`src/rtl/cordic_pkg.sv`:
```
// cordic_pkg: shared constants, angle helpers and FSM states for the CORDIC blocks.
package cordic_pkg;
    localparam int ADDR_WIDTH_DEF = 4;
    localparam int ITER = 1 << ADDR_WIDTH_DEF;
    typedef enum logic [1:0] {IDLE, ROT, DONE} state_t;
    function automatic int iter_count(input int aw);
        return 1 << aw;
    endfunction
    function automatic int ANG_PI_2(input int dw);
        return 1 << (dw - 2);
    endfunction
    function automatic int ANG_PI(input int dw);
        return 1 << (dw - 1);
    endfunction
endpackage

```
`src/rtl/cordic_vector_atan_rom.sv`:
```
// atan_rom: combinational atan(2^-i) table in binary-angle units (pi = 2^(DATA_WIDTH-1)).
module atan_rom #(
    parameter int DATA_WIDTH = 16,
    parameter int ADDR_WIDTH = 4
) (
    input  logic [ADDR_WIDTH-1:0] addr,
    output logic [DATA_WIDTH-1:0] q
);
    localparam logic [15:0] TBL [16] = '{16'd8192, 16'd4836, 16'd2555, 16'd1297, 16'd651, 16'd326,
                                         16'd163, 16'd81, 16'd41, 16'd20, 16'd10, 16'd5,
                                         16'd3, 16'd1, 16'd1, 16'd0};
    logic [31:0] a;
    logic [31:0] s;
    assign a = 32'(addr);
    // Table is stored at 16-bit angle precision and rescaled to the configured width
    assign s = a < 32'd16 ? {TBL[a[3:0]], 16'b0} >> (32 - DATA_WIDTH) : '0;
    assign q = s[DATA_WIDTH-1:0];
endmodule

```
`src/rtl/cordic_vector.sv`:
```
// cordic_vector: iterative vectoring-mode CORDIC returning atan2 phase and K-scaled magnitude.
module cordic_vector
    import cordic_pkg::*;
#(
    parameter int DATA_WIDTH = 16,
    parameter int ADDR_WIDTH = 4
) (
    input  logic                         clk,
    input  logic                         rst,
    input  logic                         en,
    input  logic signed [DATA_WIDTH-1:0] x_in,
    input  logic signed [DATA_WIDTH-1:0] y_in,
    output logic                         done,
    output logic [DATA_WIDTH+1:0]        mag,
    output logic signed [DATA_WIDTH-1:0] phase
);
    localparam int W = DATA_WIDTH + 2;
    state_t state;
    logic [ADDR_WIDTH-1:0] iter;
    logic signed [W-1:0] x, y, xe, ye, x0, y0, xn, yn;
    logic [DATA_WIDTH-1:0] z, z0, zn, a;
    logic zero_flag, neg;
    atan_rom #(.DATA_WIDTH(DATA_WIDTH), .ADDR_WIDTH(ADDR_WIDTH)) u_rom (.addr(iter), .q(a));
    assign xe = {{2{x_in[DATA_WIDTH-1]}}, x_in};
    assign ye = {{2{y_in[DATA_WIDTH-1]}}, y_in};
    // Left half-plane is folded into the right half by a +/-90 degree pre-rotation
    always_comb begin
        x0 = !xe[W-1] ? xe : !ye[W-1] ? ye : -ye;
        y0 = !xe[W-1] ? ye : !ye[W-1] ? -xe : xe;
        z0 = !xe[W-1] ? '0 : !ye[W-1] ? DATA_WIDTH'(ANG_PI_2(DATA_WIDTH)) : DATA_WIDTH'(-ANG_PI_2(DATA_WIDTH));
    end
    assign neg = y[W-1];
    assign xn = neg ? x - (y >>> iter) : x + (y >>> iter);
    assign yn = neg ? y + (x >>> iter) : y - (x >>> iter);
    assign zn = neg ? z - a : z + a;
    always_ff @(posedge clk or negedge rst) begin
        if (!rst) begin
            state     <= IDLE;
            iter      <= '0;
            done      <= 1'b0;
            mag       <= '0;
            phase     <= '0;
            x         <= '0;
            y         <= '0;
            z         <= '0;
            zero_flag <= 1'b0;
        end else begin
            done <= 1'b0;
            case (state)
                IDLE: if (en) begin
                    x         <= x0;
                    y         <= y0;
                    z         <= z0;
                    iter      <= '0;
                    zero_flag <= x_in == '0 && y_in == '0;
                    state     <= ROT;
                end
                ROT: begin
                    x    <= xn;
                    y    <= yn;
                    z    <= zn;
                    iter <= iter + 1'b1;
                    if (&iter) begin
                        mag   <= xn;
                        phase <= zero_flag ? '0 : zn;
                        done  <= 1'b1;
                        state <= DONE;
                    end
                end
                DONE: state <= IDLE;
                default: state <= IDLE;
            endcase
        end
    end
endmodule

```
`config.mk`:
```
export PLATFORM = sky130hd
export DESIGN_NAME = cordic_vector
export DESIGN_NICKNAME = d
export VERILOG_FILES = /design/src/rtl/cordic_pkg.sv /design/src/rtl/cordic_vector_atan_rom.sv /design/src/rtl/cordic_vector.sv
export SDC_FILE = /design/constraint.sdc
export NUM_CORES = 1
export LEC_CHECK = 0
export ABC_CLOCK_PERIOD_IN_PS = 12070
export CAP_MARGIN = 0
export CORE_MARGIN = 3
export CORE_UTILIZATION = 60
export DETAILED_ROUTE_END_ITERATION = 8
export PLACE_DENSITY = 0.81
export SYNTH_ARGS = -nofsm -noshare
export SYNTH_HDL_FRONTEND = slang
export SYNTH_SLANG_ARGS = --single-unit
```
`constraint.sdc`:
```
create_clock -name clk -period 12.07 [get_ports clk]
set_input_delay 1.8105 -clock clk [delete_from_list [all_inputs] [get_ports clk]]
set_output_delay 1.8105 -clock clk [all_outputs]
set_load 0.03 [all_outputs]
```
==> results by group, run 1 <==
Outcome
  • Outcome: finished, violations left
  • Failing checks: design-rule violations

Synthesis
  • Mapped Area: 10,010 sq um
  • EDFF count, synth: 0
  • Multiplexer share of the synthesized area: 13.10%
  • Avg Inst Size Synth: 8.544 sq um
  • Main combinational cell family by area after synthesis: compound AO/OA/AOI/OAI gates
  • Dominant synthesized flop cell: dfrtp_1
  • FFs w/ async S/R, synth: 100.0%
  • XOR/XNOR Fraction of Synth Area: 8.309%
  • Synth Area in Compound Gates: 24.50%
  • Synth cell types: 97
  • Yosys reg bits: 94
  • Mapped Nets: 1,270
  • Synth Area in Simple Gates: 16.69%
  • Synth warnings: 0
  • Gate count of the mapped netlist: 1,172
  • Adder-cell share of the synthesized area: 8.097%
  • Register area share after synthesis: 23.49%

CTS
  • Setup Buffers After CTS: 0
  • Num CTS Buffers: 9
  • H-tree Lvls: 3
  • PostCTS Resize Cnt: 0
  • Clock Pin Slew Worst Setup and Hold Paths: 0.08 ns
  • Max Buffers Root-to-Sink: 2
  • Root buffer cell: clkbuf_16
  • Worst-skew pair later-pin latency: 0.36 ns
  • CTS tree: built
  • Clk sinks: 94
  • Post-CTS Hold Buffers: 0

Worst hold path
  • Hold WC Path Type: flip-flop to flip-flop
  • Min-delay src: mag[1]

Die
  • CORE AREA: 16,120 sq um
  • Initial core utilization: 62.14%
  • Die X: 135.2 microns
  • I/O pin total: 70
  • FP Rows: 46
  • Die ar.: 18,280 sq um
  • Die Y-Extent: 135.2 microns

Route
  • Post-route antenna net violation count: 0
  • Final wirelength: 28,780 microns
  • DRT Pass-1 Iters: 8
  • Violation count after the first detailed-routing iteration: 887
  • Detailed-route DRC error count: 1
  • Via/cell ratio: 6.607
  • Drt wl/cell: 20.37 microns
  • Routed vias: 9,336

GRT
  • Largest net degree at the start of global routing: 67
  • Initial antenna violation count: 0
  • GRT Overall Usage: 31.52%
  • Total gr overflow: 0
  • First-pass GRT wire length: 46,020 microns
  • Vias in the first global route: 8,794

Cells and area
  • Diode count: 0
  • Area grow syn2layout: 9.221%
  • Area of the multi-input gates: 7098 sq um
  • Register Area: 2356 sq um
  • Fill cells: 1,322
  • Final Net Count: 1,290
  • Layout cell share with drive strength beyond 1: 9.691%

STA
  • RSZ-0062 raised after global routing: no
  • Least-Margin Pin Slew: 1.050 ns
  • Final hold violation count: 0
  • Clock skew: 0.006599 ns
  • Final Cycle Share: 47.81%
  • Endpoints failing setup: 0
  • Final count of pins violating max slew: 0
  • Max Clk Rate: 173.3 MHz
  • Sum Neg Setup Slack: 0 ns
  • Final period demand of the worst path: 5.771 ns
  • Rel. slew slack: 30.01%

Critical path
  • Critical Path Start Type: flip-flop
  • Max stage delay on crit path: 1.02 ns
  • Crit path from: iter[1]
  • Critical path cell sequence: clkinv_1, ha_1, mux4_2, ha_1, nor2_1, xor2_1, ha_1, nor2b_1, o21ai_0, a21boi_0, o21ai_0, a21boi_0, o21ai_0, a21boi_0, or4b_2, nand3_1
  • Crit Path Class: flip-flop to flip-flop
  • WP buf/inv: 1
  • Critical path's slowest cell: dfrtp_2
  • Reg2reg start: iter[1]
  • Crit. End Element: flip-flop
  • Crit Path Max Fanout: 51
  • Crit-path leading delay family: compound AO/OA/AOI/OAI gates
  • Critical Path RT: 12.37 ns
  • WP data arrival: 6.07 ns

Placed design
  • Global placer's final weighted congestion: 0.9452
  • Final HPWL DP: 21,070 microns
  • Port bufs: 69

Run
  • # Max-Cap Violations: 0
-- cell families after synthesis --
kind of cell / Yosys count
buffers and inverters: 110
muxes: 85
adders and majority gates: 63
DFF: 94
and+or+nand+nor: 356
AOI/OAI and AO/OA: 369
xor gates and xnor gates: 95
-- cell usage in the layout (no fill, tap or decap), types with 14 or more instances in the layout --
cell / n
a22o_1: 22
inv_1: 32
ha_1: 60
a21o_1: 16
clkdlybuf4s50_1: 67
mux2i_1: 29
dfrtp_1: 91
mux2_2: 22
a21oi_1: 96
nor3_1: 23
a31oi_1: 14
nand2_1: 112
xnor2_1: 60
o22ai_1: 14
o21a_1: 17
a211oi_1: 19
mux4_2: 25
nor2_1: 124
xor2_1: 35
o21ai_0: 76
-- sequential cells by signal, summed over array words and instances (netlist names) --
register and count:
mag 18, phase 16, iter 4, state 2, done 1, x 18, zero_flag 1, z 16
y 18
-- worst reg2reg max path: stages (launching register included) --
cell and delay, ns:
dfrtp_2 1.02, clkinv_1 0.55, ha_1 0.50, mux4_2 0.55
ha_1 0.25, nor2_1 0.16, xor2_1 0.21, ha_1 0.30
nor2b_1 0.16, o21ai_0 0.26, a21boi_0 0.16, o21ai_0 0.22
a21boi_0 0.21, o21ai_0 0.21, a21boi_0 0.17, or4b_2 0.66
nand3_1 0.11
-- cell usage after synthesis, drive strengths merged (14+ instances only) --
cell type / n / area (sq um)
dfrtp: 94 / 2352
a21oi: 96 / 480.5
o21a: 17 / 127.6
a21o: 17 / 128.9
xnor2: 60 / 525.5
mux2i: 29 / 290.3
xor2: 35 / 306.5
nor2: 126 / 475.5
ha: 60 / 750.7
a22o: 22 / 192.7
a211oi: 19 / 142.6
clkbuf: 51 / 276.5
inv: 33 / 123.9
buf: 17 / 127.6
a31oi: 14 / 87.58
o21ai: 80 / 404.1
nor3: 25 / 141.4
mux2: 24 / 274.0
o22ai: 15 / 100.1
nand2: 114 / 432.9
mux4: 32 / 747.0
-- path summary, 6_finish.rpt --
path / to / cells after the start / slack, ns
worst max register to register: z[14] / 16 / 6.30
worst min register to register: mag[1] / 2 / 0.48
worst max-delay path: z[14] / 16 / 6.30
max in group asynchronous: x[8] / 2 / 9.52
worst min-delay path: mag[1] / 2 / 0.48
min in group asynchronous: z[6] / 1 / 1.38
-- stage by stage --
step                hold slack [ns]  instances  setup WS [ns]  instance area (sq um)  utilization (%)
finish                       0.4799       1413          6.299                  10940            67.86
global placement             0.4604       1397          6.710                  10640            66.01
detailed placement           0.4655       1397          6.517                  10640            66.01
global route                 0.5197       1413          5.748                  10940            67.86
floorplan                    0.4498       1172          7.537                  10010                -
CTS                          0.4844       1413          6.436                  10940            67.86
-- per-layer routing --
layer / track usage [%] / vias up / share of wire [%]
li1: - / 4386 / -
met3: 7.355 / 83 / 8.9
met5: 0 / - / 0
met2: 50.30 / 494 / 47
met1: 42.39 / 4373 / 41
met4: 10.81 / 0 / 3.5
-- final cells by class --
| cell class | instances | share of cell area, % |
|---|---|---|
| clock buffer | 9 | 2.059 |
| clock inverter | 7 | 0.6750 |
| inverter | 39 | 1.350 |
| multi-input combinational | 968 | 64.90 |
| sequential | 94 | 21.54 |
| tap | 216 | 2.471 |
| timing repair buffer | 80 | 7.002 |
Power of run 1 is not shown: default switching activity piles up to over one toggle a cycle in this logic, so the estimate is an artifact.
==> inputs of run 2 (changes only) <==
--- a/config.mk
+++ b/config.mk
@@ -5,7 +5,7 @@
 export SDC_FILE = /design/constraint.sdc
 export NUM_CORES = 1
 export LEC_CHECK = 0
-export ABC_CLOCK_PERIOD_IN_PS = 12070
+export ABC_CLOCK_PERIOD_IN_PS = 5700
 export CAP_MARGIN = 0
 export CORE_MARGIN = 3
 export CORE_UTILIZATION = 60
==> constraint.sdc (replaced) <==
create_clock -name clk -period 5.7 [get_ports clk]
set_input_delay 0.855 -clock clk [delete_from_list [all_inputs] [get_ports clk]]
set_output_delay 0.855 -clock clk [all_outputs]
set_load 0.03 [all_outputs]
==> results by group, run 2 (synthesized netlist as in run 1, its figures left out) <==
Outcome
  • Outcome: finished clean

GRT
  • First-pass GRT wire length: 46,200 microns
  • Routing usage on met3: 5.572%
  • Met2 Use GR: 48.98%
  • Total gr overflow: 0
  • Initial antenna violation count: 0
  • Vias in the first global route: 8,701
  • GRT Overall Usage: 31.86%
  • Busiest layer in global routing: met2
  • Met1 Track Usage GR: 45.78%
  • Largest net degree at the start of global routing: 71

Die
  • Die Y-Extent: 135.2 microns
  • I/O pin total: 70
  • CORE AREA: 16,120 sq um
  • FP Rows: 46
  • Die X: 135.2 microns
  • Initial core utilization: 62.14%
  • Die ar.: 18,280 sq um

Run
  • # Max-Cap Violations: 0

Cells and area
  • Biggest regs: mag x18, x x18, y x18
  • Register Area: 2356 sq um
  • Area of the multi-input gates: 7098 sq um
  • Diode count: 0
  • Layout cell share with drive strength beyond 1: 10.59%
  • Area grow syn2layout: 10.20%
  • Fill cells: 1,330
  • Final Net Count: 1,302
  • Commonest non-fill, non-tap cell in the layout: nor2_1
  • Commonest non-fill, non-tap cells in the layout: nor2_1, nand2_1, a21oi_1

STA
  • Endpoints failing setup: 0
  • RSZ-0062 raised after global routing: no
  • Final count of pins violating max slew: 0
  • Final period demand of the worst path: 5.189 ns
  • Final hold violation count: 0
  • Max Clk Rate: 192.7 MHz
  • Least-Margin Pin Slew: 1.030 ns
  • Clock skew: 0.01327 ns
  • Sum Neg Setup Slack: 0 ns
  • Final Cycle Share: 91.04%
  • Rel. slew slack: 31.33%

Critical path
  • Critical path cell sequence: buf_4, mux4_2, mux2_4, a221o_1, clkinv_2, ha_1, mux2_2, fa_1, a21o_1, a21oi_1, o21a_1, nor3_1, o41ai_1, a21oi_1, xor2_1, a21oi_1, o21ai_0
  • Critical Path RT: 5.91 ns
  • Crit. End Element: flip-flop
  • Most used cell, CP: a21oi_1
  • Max stage delay on crit path: 0.64 ns
  • Crit Path Class: flip-flop to flip-flop
  • Reg2reg start: iter[0]
  • Critical path's slowest cell: dfrtp_2
  • Reg2reg end: y[14]
  • Reg2reg setup slack: 0.51 ns
  • WP data arrival: 5.40 ns
  • Worst reg2reg path depth: 17
  • Critical Path Start Type: flip-flop
  • Crit Path Max Fanout: 22

CTS
  • Clk sinks: 94
  • Max Buffers Root-to-Sink: 2
  • Setup Buffers After CTS: 0
  • CTS tree: built
  • Root buffer cell: clkbuf_16
  • Clock Pin Slew Worst Setup and Hold Paths: 0.08 ns
  • Worst-skew pair later-pin latency: 0.37 ns
  • Post-CTS Hold Buffers: 0
  • H-tree Lvls: 3
  • Num CTS Buffers: 9
  • PostCTS Resize Cnt: 0

Route
  • Detailed-route DRC error count: 0
  • Post-route antenna net violation count: 0
  • Via/cell ratio: 6.537
  • Final wirelength: 28,890 microns
  • Routed vias: 9,315
  • DRT Pass-1 Iters: 6
  • Drt wl/cell: 20.28 microns
  • Violation count after the first detailed-routing iteration: 943

Placed design
  • Port bufs: 69
  • Final HPWL DP: 21,890 microns
  • Global placer's final weighted congestion: 0.9333

Worst hold path
  • Hold WC Path Type: input pin to async pin
==> run 2: stage by stage <==
stage	instances	hold WS, ns	util, %	instance area [sq um]	setup WS [ns]
2_1_floorplan	1172	0.4498	-	10010	1.167
3_3_place_gp	1409	0.4622	66.57	10730	0.6845
3_5_place_dp	1409	0.4697	66.57	10730	0.5720
4_1_cts	1425	0.3945	68.47	11030	0.5503
5_1_grt	1425	0.4084	68.47	11030	0.2111
6_report	1425	0.3822	68.47	11030	0.5105
==> run 2: final cells by class <==
| class | count | share of cell area (%) |
|---|---|---|
| Clock buffer | 9 | 2.041 |
| Multi-Input combinational cell | 968 | 64.33 |
| Timing Repair Buffer | 92 | 7.756 |
| Clock inverter | 7 | 0.7370 |
| Sequential cell | 94 | 21.35 |
| Tap cell | 216 | 2.449 |
| Inverter | 39 | 1.338 |
==> run 2: critical path: cells and delay by family (launching register included) <==
kind | cells | cell delay [ns]
AOI/OAI and AO/OA | 8 | 2.01
xor gates and xnor gates | 1 | 0.17
adders and majority gates | 2 | 0.65
buffers and inverters | 2 | 0.32
DFF | 1 | 0.64
muxes | 3 | 1.14
and+or+nand+nor | 1 | 0.07
==> run 2: worst max-delay path by stage <==
stage,slack (ns),start,end,cells after the start
after floorplan,1.17,iter[0],z[14],21
after global placement,0.68,iter[0],y[14],17
after detailed placement,0.57,iter[0],y[14],17
after CTS,0.55,iter[0],y[14],17
after global routing,0.21,iter[0],y[14],17
final,0.51,iter[0],y[14],17
==> run 2: per-layer routing <==
metal / vias to the layer above / wire length (microns)
met5: - / 0
met4: 0 / 873
met3: 59 / 2438
met2: 407 / 12970
met1: 4441 / 12610
li1: 4408 / -
Power of run 2 is left out for the same reason.
==> inputs of run 3 (changes only) <==
--- a/config.mk
+++ b/config.mk
@@ -13,4 +13,5 @@
 export PLACE_DENSITY = 0.81
 export SYNTH_ARGS = -nofsm -noshare
 export SYNTH_HDL_FRONTEND = slang
+export SYNTH_HIERARCHICAL = 1
 export SYNTH_SLANG_ARGS = --single-unit
==> results by group, run 3 <==
Outcome
  • Outcome: finished clean

Critical path
  • WP data arrival: 5.55 ns
  • Reg2reg end: mag[17]
  • Critical Path RT: 5.99 ns
  • Critical Path Start Type: flip-flop
  • Worst reg2reg path depth: 17
  • Crit Path Max Fanout: 18
  • Reg2reg start: iter[0]
  • Crit path from: iter[0]
  • Crit Path Class: flip-flop to flip-flop
  • Crit path capture: mag[17]
  • Crit. End Element: flip-flop
  • Reg2reg setup slack: 0.44 ns

GRT
  • GRT Overall Usage: 30.58%
  • Largest net degree at the start of global routing: 66
  • Initial antenna violation count: 0
  • Vias in the first global route: 8,893
  • First-pass GRT wire length: 48,040 microns
  • Total gr overflow: 0

CTS
  • H-tree Lvls: 3
  • Num CTS Buffers: 9
  • Clk sinks: 94
  • Setup Buffers After CTS: 0
  • Root buffer cell: clkbuf_16
  • Max Buffers Root-to-Sink: 2
  • Clock Pin Slew Worst Setup and Hold Paths: 0.07 ns
  • CTS tree: built
  • Worst-skew pair later-pin latency: 0.36 ns

Cells and area
  • Fill cells: 1,414
  • Commonest non-fill, non-tap cell in the layout: nor2_1
  • Area of the multi-input gates: 7566 sq um
  • Commonest non-fill, non-tap cells in the layout: nor2_1, a21oi_1, nand2_1
  • Layout cell share with drive strength beyond 1: 10.47%
  • Biggest regs: mag x18, x x18, y x18
  • Register Area: 2357 sq um
  • Area grow syn2layout: 8.654%
  • Diode count: 0
  • Final Net Count: 1,386

STA
  • Sum Neg Setup Slack: 0 ns
  • Final count of pins violating max slew: 0
  • Final Cycle Share: 92.34%
  • Clock skew: 0.01056 ns
  • Final period demand of the worst path: 5.263 ns
  • Final hold violation count: 0
  • RSZ-0062 raised after global routing: no
  • Rel. slew slack: 25.80%
  • Max Clk Rate: 190.0 MHz
  • Least-Margin Pin Slew: 1.109 ns
  • Endpoints failing setup: 0
  • Final hold slack: 0.4854 ns

Route
  • Drt wl/cell: 19.99 microns
  • Post-route antenna net violation count: 0
  • Final wirelength: 30,180 microns
  • Detailed-route DRC error count: 0
  • DRT Pass-1 Iters: 5
  • Routed vias: 9,875
  • Violation count after the first detailed-routing iteration: 1,065
  • Via/cell ratio: 6.540

Synthesis
  • Synth warnings: 6
  • Post-synth top cells: nor2_1, a21oi_1, nand2_1, dfrtp_1, o21ai_0
  • Synth Area in Simple Gates: 16.93%
  • Main combinational cell family by area after synthesis: compound AO/OA/AOI/OAI gates
  • Synth cell types: 96
  • Biggest area consumer among synthesized cells: dfrtp_1
  • Yosys reg bits: 94
  • Most common cell in the netlist: nor2_1
  • Dominant synthesized flop cell: dfrtp_1
  • XOR/XNOR Fraction of Synth Area: 8.937%
  • Avg Inst Size Synth: 8.404 sq um
  • Synth area leaders: dfrtp_1, ha_1, xnor2_1
  • Multiplexer share of the synthesized area: 12.64%
  • Synth Area in Compound Gates: 24.72%
  • Synth top area share: 22.20%
  • Gate count of the mapped netlist: 1,261
  • Mapped Area: 10,600 sq um
  • EDFF count, synth: 0
  • Adder-cell share of the synthesized area: 7.887%
  • Register area share after synthesis: 22.20%
  • FFs w/ async S/R, synth: 100.0%

Die
  • Die ar.: 19,290 sq um
  • Die X: 138.9 microns
  • FP Rows: 47
  • Initial core utilization: 62.57%
  • Die Y-Extent: 138.9 microns
  • CORE AREA: 16,940 sq um
  • I/O pin total: 70

Placed design
  • Port bufs: 69
  • Global placer's final weighted congestion: 0.9460
  • Final HPWL DP: 22,570 microns

Worst hold path
  • Worst hold stages: 2
  • Hold WC Path Type: flip-flop to flip-flop

Run
  • # Max-Cap Violations: 0
-- run 3: critical path, stage by stage, from the launching register on --
cell and delay, ns:
dfrtp_2 0.64, buf_4 0.34, mux2_2 0.42, mux4_2 0.49
mux2i_4 0.22, a21bo_2 0.34, nor2_1 0.22, mux2i_1 0.21
o221ai_1 0.14, ha_1 0.42, nand4_1 0.15, a211oi_1 0.33
o31ai_1 0.17, a21bo_2 0.22, a21oi_1 0.23, a211oi_2 0.16
xnor3_1 0.35, o21ai_1 0.12
-- run 3: routing by layer --
metal  global-route usage [%]  share of wire, %  vias up
met5                        0                 0        -
met1                    46.85                45     4679
met2                    45.00                43      451
met3                    3.241               8.6       57
li1                         -                 -     4688
met4                    10.45               3.1        0
-- run 3: final cells by class --
cell class / count / share of cell area [%]
Clock buffer: 9 / 1.956
Clock inverter: 6 / 0.4020
Timing Repair Buffer: 91 / 7.476
Inverter: 49 / 1.597
Sequential cell: 94 / 20.47
Tap cell: 220 / 2.391
Multi-Input combinational cell: 1041 / 65.71
-- run 3: worst min-delay path by stage --
stage,endpoint,from,slack (ns)
after floorplan,z[2],z[2],0.46
after global placement,phase[15],phase[15],0.46
after detailed placement,phase[15],phase[15],0.47
after CTS,phase[15],phase[15],0.49
after global routing,phase[5],phase[5],0.52
final,mag[15],mag[15],0.49
-- run 3: cells by family (layout without fill, tap and decap cells) --
| group | after synthesis | after routing |
|---|---|---|
| AO/OA/AOI/OAI | 403 | 403 |
| AND/OR/NAND/NOR | 376 | 376 |
| buffers and inverters | 127 | 155 |
| XOR/XNOR | 105 | 105 |
| flip-flops | 94 | 94 |
| multiplexers | 90 | 90 |
| adder cells (fa/ha/maj) | 65 | 65 |
| other | 1 | 2 |
-- run 3: stage by stage --
stage                     cells  utilization, %  instance area, sq um  setup slack [ns]
final                      1510           67.99                 11510            0.4369
after detailed placement   1495           66.36                 11240            0.3175
after global routing       1510           67.99                 11510           0.04298
after floorplan            1262               -                 10600            0.8275
after CTS                  1510           67.96                 11510            0.3079
after global placement     1495           66.36                 11240            0.4196
-- run 3: what timing repair did --
item                       4_1_cts  5_1_grt
setup endpoints to repair        0        1
hold buffers                     0        0
resized for setup                0        1
Power of run 3 is left out for the same reason.
